### config.mk
export PLATFORM = sky130hd
export DESIGN_NAME = amm_burst_master
export DESIGN_NICKNAME = d
export VERILOG_FILES = /design/src/rtl/mem_checker_pkg.sv /design/src/rtl/amm_pattern_gen.sv /design/src/rtl/amm_burst_master.sv
export SDC_FILE = /design/constraint.sdc
export NUM_CORES = 1
export LEC_CHECK = 0
export CORE_MARGIN = 2
export CORE_UTILIZATION = 48
export CTS_CLUSTER_SIZE = 10
export DETAILED_ROUTE_END_ITERATION = 7
export PLACE_DENSITY = 0.9
export SLEW_MARGIN = 20
export SYNTH_ARGS = -nofsm -noshare
export SYNTH_HDL_FRONTEND = slang
export SYNTH_SLANG_ARGS = --single-unit
export TNS_END_PERCENT = 5
### constraint.sdc
create_clock -name clk -period 5 [get_ports clk]
set_input_delay 1 -clock clk [delete_from_list [all_inputs] [get_ports clk]]
set_output_delay 1 -clock clk [all_outputs]
set_load 0.05 [all_outputs]
### src/rtl/mem_checker_pkg.sv
// Shared types and helpers for the memory checker datapath.
// Holds the command opcode, the burst master FSM states and the burst clamp limit.
package mem_checker_pkg;

  typedef enum logic {
    OP_WRITE = 1'b0,
    OP_READ  = 1'b1
  } op_t;

  typedef enum logic [2:0] {
    IDLE    = 3'd0,
    WR      = 3'd1,
    RD_REQ  = 3'd2,
    RD_DATA = 3'd3,
    DONE    = 3'd4
  } state_t;

  // Largest burst a BURST_W-bit burstcount may legally carry.
  function automatic int max_burst(input int burst_w);
    return 1 << (burst_w - 1);
  endfunction

endpackage

### src/rtl/amm_pattern_gen.sv
// Incrementing data pattern source: word for beat i is seed + i (mod 2**DATA_W).
// One instance feeds both the write data path and the read compare path.
module amm_pattern_gen #(
  parameter int DATA_W  = 64,
  parameter int BURST_W = 11
) (
  input  logic               clk,
  input  logic               rst,
  input  logic               load,
  input  logic [DATA_W-1:0]  seed,
  input  logic               advance,
  output logic [BURST_W-1:0] beat,
  output logic [DATA_W-1:0]  data
);

  logic [DATA_W-1:0]  seed_q, seed_d;
  logic [BURST_W-1:0] beat_q, beat_d;

  always_comb begin
    seed_d = seed_q;
    beat_d = beat_q;
    if (load) begin
      seed_d = seed;
      beat_d = '0;
    end else if (advance) begin
      beat_d = beat_q + BURST_W'(1);
    end
  end

  always_ff @(posedge clk) begin
    if (rst) begin
      seed_q <= '0;
      beat_q <= '0;
    end else begin
      seed_q <= seed_d;
      beat_q <= beat_d;
    end
  end

  assign beat = beat_q;
  assign data = seed_q + DATA_W'(beat_q);

endmodule

### src/rtl/amm_burst_master.sv
// Avalon-MM burst master: runs one write-pattern or read-and-check burst per command.
// Handshake: a command transfers on a rising edge where cmd_valid && cmd_ready; cmd_ready is high only in IDLE.
module amm_burst_master
  import mem_checker_pkg::*;
#(
  parameter int ADDR_W    = 32,
  parameter int DATA_W    = 64,
  parameter int BURST_W   = 11,
  parameter int ERR_CNT_W = 16
) (
  input  logic                 clk,
  input  logic                 rst,
  input  logic                 cmd_valid,
  output logic                 cmd_ready,
  input  logic                 cmd_op,
  input  logic [ADDR_W-1:0]    cmd_addr,
  input  logic [BURST_W-1:0]   cmd_burst,
  input  logic [DATA_W-1:0]    cmd_seed,
  output logic                 done,
  output logic [ERR_CNT_W-1:0] err_cnt,
  output logic [BURST_W-1:0]   err_beat,
  output logic [ADDR_W-1:0]    amm_address,
  output logic                 amm_read,
  output logic                 amm_write,
  output logic [DATA_W-1:0]    amm_writedata,
  output logic [DATA_W/8-1:0]  amm_byteenable,
  output logic [BURST_W-1:0]   amm_burstcount,
  input  logic                 amm_readdatavalid,
  input  logic [DATA_W-1:0]    amm_readdata,
  input  logic                 amm_waitrequest
);

  localparam logic [BURST_W-1:0] MAX_BURST = BURST_W'(max_burst(BURST_W));

  state_t                 state_q, state_d;
  logic                   cmd_ready_q, cmd_ready_d;
  logic                   done_q, done_d;
  logic [ERR_CNT_W-1:0]   err_cnt_q, err_cnt_d;
  logic [BURST_W-1:0]     err_beat_q, err_beat_d;
  logic [ADDR_W-1:0]      amm_address_q, amm_address_d;
  logic                   amm_read_q, amm_read_d;
  logic                   amm_write_q, amm_write_d;
  logic [BURST_W-1:0]     amm_burstcount_q, amm_burstcount_d;

  logic [BURST_W-1:0]     cmd_len;
  logic                   pat_load;
  logic                   pat_adv;
  logic [BURST_W-1:0]     pat_beat;
  logic [DATA_W-1:0]      pat_data;
  logic                   last_beat;

  assign cmd_len   = (cmd_burst > MAX_BURST) ? MAX_BURST : cmd_burst;
  // burstcount doubles as the latched burst length for the whole command.
  assign last_beat = (pat_beat == amm_burstcount_q - BURST_W'(1));

  amm_pattern_gen #(
    .DATA_W  (DATA_W),
    .BURST_W (BURST_W)
  ) u_pattern_gen (
    .clk     (clk),
    .rst     (rst),
    .load    (pat_load),
    .seed    (cmd_seed),
    .advance (pat_adv),
    .beat    (pat_beat),
    .data    (pat_data)
  );

  always_comb begin
    state_d          = state_q;
    cmd_ready_d      = cmd_ready_q;
    done_d           = 1'b0;
    err_cnt_d        = err_cnt_q;
    err_beat_d       = err_beat_q;
    amm_address_d    = amm_address_q;
    amm_read_d       = amm_read_q;
    amm_write_d      = amm_write_q;
    amm_burstcount_d = amm_burstcount_q;
    pat_load         = 1'b0;
    pat_adv          = 1'b0;
    case (state_q)
      IDLE: begin
        if (cmd_valid && cmd_ready_q) begin
          cmd_ready_d      = 1'b0;
          pat_load         = 1'b1;
          amm_address_d    = cmd_addr;
          amm_burstcount_d = cmd_len;
          err_cnt_d        = '0;
          err_beat_d       = '0;
          if (cmd_len == '0) begin
            state_d = DONE;
            done_d  = 1'b1;
          end else if (op_t'(cmd_op) == OP_READ) begin
            state_d    = RD_REQ;
            amm_read_d = 1'b1;
          end else begin
            state_d     = WR;
            amm_write_d = 1'b1;
          end
        end
      end
      WR: begin
        if (!amm_waitrequest) begin
          pat_adv = 1'b1;
          if (last_beat) begin
            amm_write_d = 1'b0;
            state_d     = DONE;
            done_d      = 1'b1;
          end
        end
      end
      RD_REQ: begin
        if (!amm_waitrequest) begin
          amm_read_d = 1'b0;
          state_d    = RD_DATA;
        end
      end
      RD_DATA: begin
        if (amm_readdatavalid) begin
          pat_adv = 1'b1;
          if (amm_readdata != pat_data) begin
            if (err_cnt_q != '1) err_cnt_d = err_cnt_q + ERR_CNT_W'(1);
            if (err_cnt_q == '0) err_beat_d = pat_beat;
          end
          if (last_beat) begin
            state_d = DONE;
            done_d  = 1'b1;
          end
        end
      end
      DONE: begin
        state_d     = IDLE;
        cmd_ready_d = 1'b1;
      end
      default: begin
        state_d     = IDLE;
        cmd_ready_d = 1'b1;
      end
    endcase
  end

  always_ff @(posedge clk) begin
    if (rst) begin
      state_q          <= IDLE;
      cmd_ready_q      <= 1'b1;
      done_q           <= 1'b0;
      err_cnt_q        <= '0;
      err_beat_q       <= '0;
      amm_address_q    <= '0;
      amm_read_q       <= 1'b0;
      amm_write_q      <= 1'b0;
      amm_burstcount_q <= '0;
    end else begin
      state_q          <= state_d;
      cmd_ready_q      <= cmd_ready_d;
      done_q           <= done_d;
      err_cnt_q        <= err_cnt_d;
      err_beat_q       <= err_beat_d;
      amm_address_q    <= amm_address_d;
      amm_read_q       <= amm_read_d;
      amm_write_q      <= amm_write_d;
      amm_burstcount_q <= amm_burstcount_d;
    end
  end

  assign cmd_ready      = cmd_ready_q;
  assign done           = done_q;
  assign err_cnt        = err_cnt_q;
  assign err_beat       = err_beat_q;
  assign amm_address    = amm_address_q;
  assign amm_read       = amm_read_q;
  assign amm_write      = amm_write_q;
  assign amm_burstcount = amm_burstcount_q;
  assign amm_writedata  = pat_data;
  assign amm_byteenable = '1;

endmodule
Yosys cells after proc, flatten, opt, wreduce, memory -nomap -nowiden. Index checks and enable logic that the tools add are counted.

Eq/ne operators: 17. Reduce and logical (&&, ||, !) cells: 16. Order comparisons: 1. Mux-type cells: 43. Bitwise gates (word level): 1. Add/sub/neg operators: 4.

Operator list (count): $add A64 B11 Y64 (1); $mux W16 (4); $ne A64 B64 Y1 (1); $mux W11 (5); $pmux W16 S2 (1); $ne A2 B2 Y1 const B (11); $pmux W11 S2 (1); $mux W1 (19); $mux W3 (6); $add A16 B1 Y16 const B (1); $logic_not A16 Y1 (1); $ne A16 B16 Y1 const B (1); $reduce_and A5 Y1 (3); $pmux W3 S4 (1); $add A11 B1 Y11 const B (1); $eq A11 B11 Y1 (1); $gt A11 B11 Y1 const B (1); $logic_not A11 Y1 (1); $sub A11 B1 Y11 const B (1); $pmux W1 S2 (4); $eq A3 B2 Y1 const B (2); $reduce_and A6 Y1 (1); $reduce_bool A2 Y1 (3); $reduce_and A2 Y1 (2); 9 further kinds (9).

Register bits: 152. Input bits: 177. Logic and storage cells: 93. Output and inout bits: 146.

Longest topological paths before layout.
Depth after elaboration: 6. Gate-level depth with buffers: 17. Depth with buffers taken out: 14.

Hierarchy. A second synthesis with hierarchy kept.

Cell total of the unflattened synthesis: 1021. Area total of the unflattened synthesis: 8483.1 sq um.

By module, submodules not included: amm_pattern_gen (area an instance 4257.8 sq um, cells an instance 489, times used 1, seq. area each 1501.4 sq um); amm_burst_master (area an instance 4225.3 sq um, cells an instance 532, times used 1, seq. area each 1541.5 sq um).

Worst setup path after synthesis. Ideal clock, no wire load.

Kind: reg-to-reg. From: register u_pattern_gen.beat_q[0], in the netlist u_pattern_gen.beat[0]. To: register err_cnt_q[4], in the netlist err_cnt[4]. Slack: 0.682 ns. Path buffers: 1. Setup time: 0.116 ns. Stages on the path, launching flop included: 16. Arrival: 4.202 ns. Clock period less this slack: 4.318 ns. Data required time: 4.884 ns. Cells stage by stage: dfxtp_1 > ha_1 > inv_1 > fa_1 > nand2b_1 > a21oi_1 > o21ai_1 > a211oi_1 > xor2_1 > xor2_1 > nor3_1 > and4_1 > and4_1 > buf_6 > o311a_1 > a41o_1.

Longest elaborated chain between the ends: 4.

RTL lines: from (decl) (RTL line amm_pattern_gen.sv:17) `logic [BURST_W-1:0] beat_q, beat_d;`; from (signal assigned) (RTL line amm_pattern_gen.sv:36) `beat_q <= beat_d;`; $add A64 B11 Y64 (RTL line amm_pattern_gen.sv:41) `assign data = seed_q + DATA_W'(beat_q);`; net amm_writedata[26] (RTL line amm_burst_master.sv:25) `output logic [DATA_W-1:0] amm_writedata,`; $ne A64 B64 Y1 (RTL line amm_burst_master.sv:121) `if (amm_readdata != pat_data) begin`; $ne A2 B2 Y1 (no source line); $reduce_and A5 Y1 (no source line); to (signal assigned) (RTL line amm_burst_master.sv:157) `err_cnt_q <= err_cnt_d;`; to (decl) (RTL line amm_burst_master.sv:38) `logic [ERR_CNT_W-1:0] err_cnt_q, err_cnt_d;`.

The timed path passes the listed nets, and every way through them passes these cells. A chain may end at the register's enable or synchronous reset.

Final worst setup path.
From: register u_pattern_gen.beat_q[7], in the netlist u_pattern_gen.beat[7]. To: output port amm_writedata[57].

Longest elaborated chain between the ends: 1.

RTL lines (RTL line): $add A64 B11 Y64 (amm_pattern_gen.sv:41); to (decl) (amm_burst_master.sv:25).

Every way passes these cells.

==> results.sh <==
export IMPL_status="finished with violations"
export IMPL_violations="negative setup slack"
export IMPL_ant_nets=0
export IMPL_yosysUniqueCellTypes=97
export IMPL_cts_hold_buffers=0
export IMPL_die_area_um2=23500
export IMPL_grt_max_degree=98
export IMPL_die_width_um=153
export IMPL_min_path_type="reg2reg"
export IMPL_fin_skew_ps=12.1
export IMPL_portBuffers=314
export IMPL_pin_count=323
export IMPL_ys_flop_type="dfxtp_1"
export IMPL_overflow=0
export IMPL_fp_row_count=54
export IMPL_drive_above_1_share_pct=8.11
export IMPL_area_growth_pct=37.3
export IMPL_worst_path_max_fanout=15
export IMPL_via_count=12300
export IMPL_fin_crit_ps=5050
export IMPL_startpoint_type="flip-flop"
export IMPL_clk_pin_slew_worst_paths_ps=70
export IMPL_pwr_share_seq_pct=30.9
export IMPL_cts_root_buf="clkbuf_16"
export IMPL_powerDensity_nw_per_um2=361
export IMPL_syn_instance_count=1406
export IMPL_cts_buffers=17
export IMPL_finalCritPeriodShare_pct=101
export IMPL_synth_seq_cells=152
export IMPL_hold_violations=0
export IMPL_p_int_mw=2.89
export IMPL_first_pass_iters=6
export IMPL_drt_total_wl_um=43600
export IMPL_antenna_cells=0
export IMPL_critPathRequiredTime_ps=4000
export IMPL_clkPwrFrac_pct=24.0
export IMPL_place_gp_congestion=1.03
export IMPL_leakagePower_nw=5.61
export IMPL_cp_end_kind="output pin"
export IMPL_synth_async_sr_flop_share_pct=0
export IMPL_worstMarginPinSlew_ps=1080
export IMPL_core_area_um2=21800
export IMPL_fin_setup_tns_ps=-50.0
export IMPL_viasPerCell=6.21
export IMPL_whs_ps=454
export IMPL_ys_seq_area_share_pct=28.4
export IMPL_max_freq_mhz=198
export IMPL_drtIter0Drc=1177
export IMPL_first_global_vias=11500
export IMPL_start_util_pct=49.0
export IMPL_final_core_util_pct=67.3
export IMPL_cpMaxStageDelayCell="clkdlybuf4s50_1"
export IMPL_max_stage_delay_ps=870
export IMPL_sw_frac_of_total_pct=45.4
export IMPL_critPathKind="reg2out"
export IMPL_dp_slack_ps=104
export IMPL_cts_tree="done"
export IMPL_slew_headroom_pct=28.0
export IMPL_nets=1881
export IMPL_setup_viol=2
export IMPL_grt_pass1_wl_um=66100
export IMPL_synth_area_um2=10700
export IMPL_peakVddDrop_mv=0.373
export IMPL_die_y_um=153
export IMPL_drv_cap=0
export IMPL_post_drt_wl_per_cell_um=22.0
export IMPL_timing_final_ws_setup_ps=-47.7
export IMPL_grt_use_total_pct=35.3
export IMPL_clock_sinks=152
export IMPL_antenna_found_initial=0
export IMPL_maxSlewViolCount=0
export IMPL_crit_chain="ha_1 -> nand4_1 -> nor2_1 -> o21ai_2 -> a211oi_1 -> xor2_1 -> clkdlybuf4s50_1"
export IMPL_p_comb_share_pct=45.0
export IMPL_insertion_delay_ps=430
export IMPL_synth_avg_cell_area_um2=7.61
export IMPL_worstPathArrival_ps=4050
export IMPL_drc_errors=0
export IMPL_clockBufferDepth=2
export IMPL_rsz0062_at_grt="yes"
export IMPL_synth_edff_count=0
export IMPL_p_sw_mw=2.41
export IMPL_dp_hpwl_um=33600
export IMPL_htree_levels=4
export IMPL_yosysWarnings=0
==> worst paths after layout <==
path | to | slack [ps] | start | depth (start not counted)
min reg2reg | amm_address[23]$_SDFFE_PP0P_ | 450 | amm_address[23]$_SDFFE_PP0P_ | 2
max reg2reg | err_beat[5]$_SDFFE_PP0P_ | 130 | u_pattern_gen.beat[7]$_SDFFE_PP0P_ | 15
min | amm_address[23]$_SDFFE_PP0P_ | 450 | amm_address[23]$_SDFFE_PP0P_ | 2
max | amm_writedata[57] | -50 | u_pattern_gen.beat[7]$_SDFFE_PP0P_ | 7
==> cell families after synthesis <==
| group | count (synthesis) | synth area share, % |
|---|---|---|
| mux | 7 | 0.737 |
| xor+xnor | 134 | 12.0 |
| simple gates | 612 | 29.1 |
| buf+inv | 143 | 6.11 |
| compound gates | 341 | 21.6 |
| fa+ha+maj | 16 | 1.94 |
| other cells | 1 | 0.0351 |
| flops | 152 | 28.4 |
==> through the flow <==
step / instances / area, um^2 / power (mW)
after floorplan: 1413 / 10700 / 3.18
after global placement: 1949 / 14000 / 3.97
after detailed placement: 1949 / 14000 / 4.01
after CTS: 1981 / 14600 / 5.27
after global routing: 1981 / 14700 / 5.52
final: 1981 / 14700 / 5.30
==> cells in the mapped netlist, types with 6 or more instances <==
cell	n	area share, %
nand2_1	260	9.1
dfxtp_1	152	28
a21oi_1	141	6.6
nor2_1	78	2.7
xnor2_1	76	6.2
clkbuf_1	52	1.8
xor2_1	50	4.1
nand3_1	49	2.3
nand4_1	42	2.5
inv_1	41	1.4
nor3_1	38	1.8
o21ai_0	33	1.5
buf_2	23	1.1
nor4_1	21	1.2
o211ai_1	17	1.2
and4_1	15	1.2
ha_1	15	1.8
a211oi_1	14	0.98
buf_4	14	0.98
nor2b_1	13	0.76
and3_1	11	0.64
nand2b_1	11	0.64
o21ai_1	11	0.51
o41ai_1	10	0.82
or3_1	10	0.58
a22o_1	9	0.74
nor3b_1	9	0.63
or4_1	9	0.63
o2111ai_1	8	0.65
and2_1	7	0.41
buf_1	7	0.25
o22ai_1	7	0.41
xnor3_1	7	1.5
o31ai_1	6	0.42
==> critical path, delay by kind of cell (launching register included) <==
family | cells | cell delay (ps)
AOI/OAI and AO/OA | 2 | 910
buffers and inverters | 1 | 870
and+or+nand+nor | 2 | 590
adders and majority gates | 1 | 520
DFF | 1 | 400
xor gates and xnor gates | 1 | 330
==> layout make-up <==
class                   instances  area (um^2)
clock buffers                  20          457
clock inverters                12          108
fillers                      1838         7140
inverters                      42          158
multi-input cells            1118         7080
flip-flops and latches        152         3040
well taps                     280          350
repair buffers                357         3490
==> power groups by stage <==
stage	clock network, mW	logic (mW)	registers, mW
after floorplan	0	1.44	1.74
after global placement	0	2.33	1.64
after detailed placement	0	2.36	1.65
after CTS	1.28	2.36	1.62
after global routing	1.33	2.54	1.65
final	1.27	2.38	1.64
==> layer usage <==
metal / part of all wire (%) / routed length, um / track usage, % / up-vias
met4: 3.6 / 1550 / 14.1 / 0
met1: 41 / 17800 / 47.1 / 5838
met2: 46 / 20000 / 56.5 / 746
met5: 0 / 0 / 0 / -
li1: - / - / - / 5612
met3: 9.6 / 4160 / 6.69 / 111
==> cells in the final DEF (no fill, tap or decap), drive strengths merged, types with 8 or more instances in the layout <==
cell / count
clkdlybuf4s50: 280
nand2: 262
dfxtp: 152
a21oi: 142
nor2: 81
xnor2: 76
buf: 56
nand3: 53
xor2: 50
nand4: 47
inv: 47
o21ai: 45
nor3: 40
nor4: 26
clkbuf: 20
dlymetal6s2s: 18
o211ai: 17
a211oi: 17
and4: 15
ha: 15
nor2b: 13
and3: 11
nand2b: 11
a2111oi: 11
or3: 10
o41ai: 10
or4: 10
nor3b: 10
a22o: 9
o2111ai: 8
conb: 8
o311ai: 8
==> state kept, by name, indices dropped and copies added (netlist names) <==
| register | cells |
|---|---|
| u_pattern_gen.seed_q | 64 |
| amm_address | 32 |
| err_cnt | 16 |
| amm_burstcount | 11 |
| err_beat | 11 |
| u_pattern_gen.beat | 11 |
| state_q | 3 |
| amm_read | 1 |
| amm_write | 1 |
| cmd_ready | 1 |
| done | 1 |
==> what timing repair did <==
action | 4_1_cts | 5_1_grt
pin swaps | 0 | 1
gates resized for setup | 3 | 24
buffers inserted | 0 | 0
setup endpoints to repair | 3 | 61
Note: power is estimated with default switching activity, not from simulation.
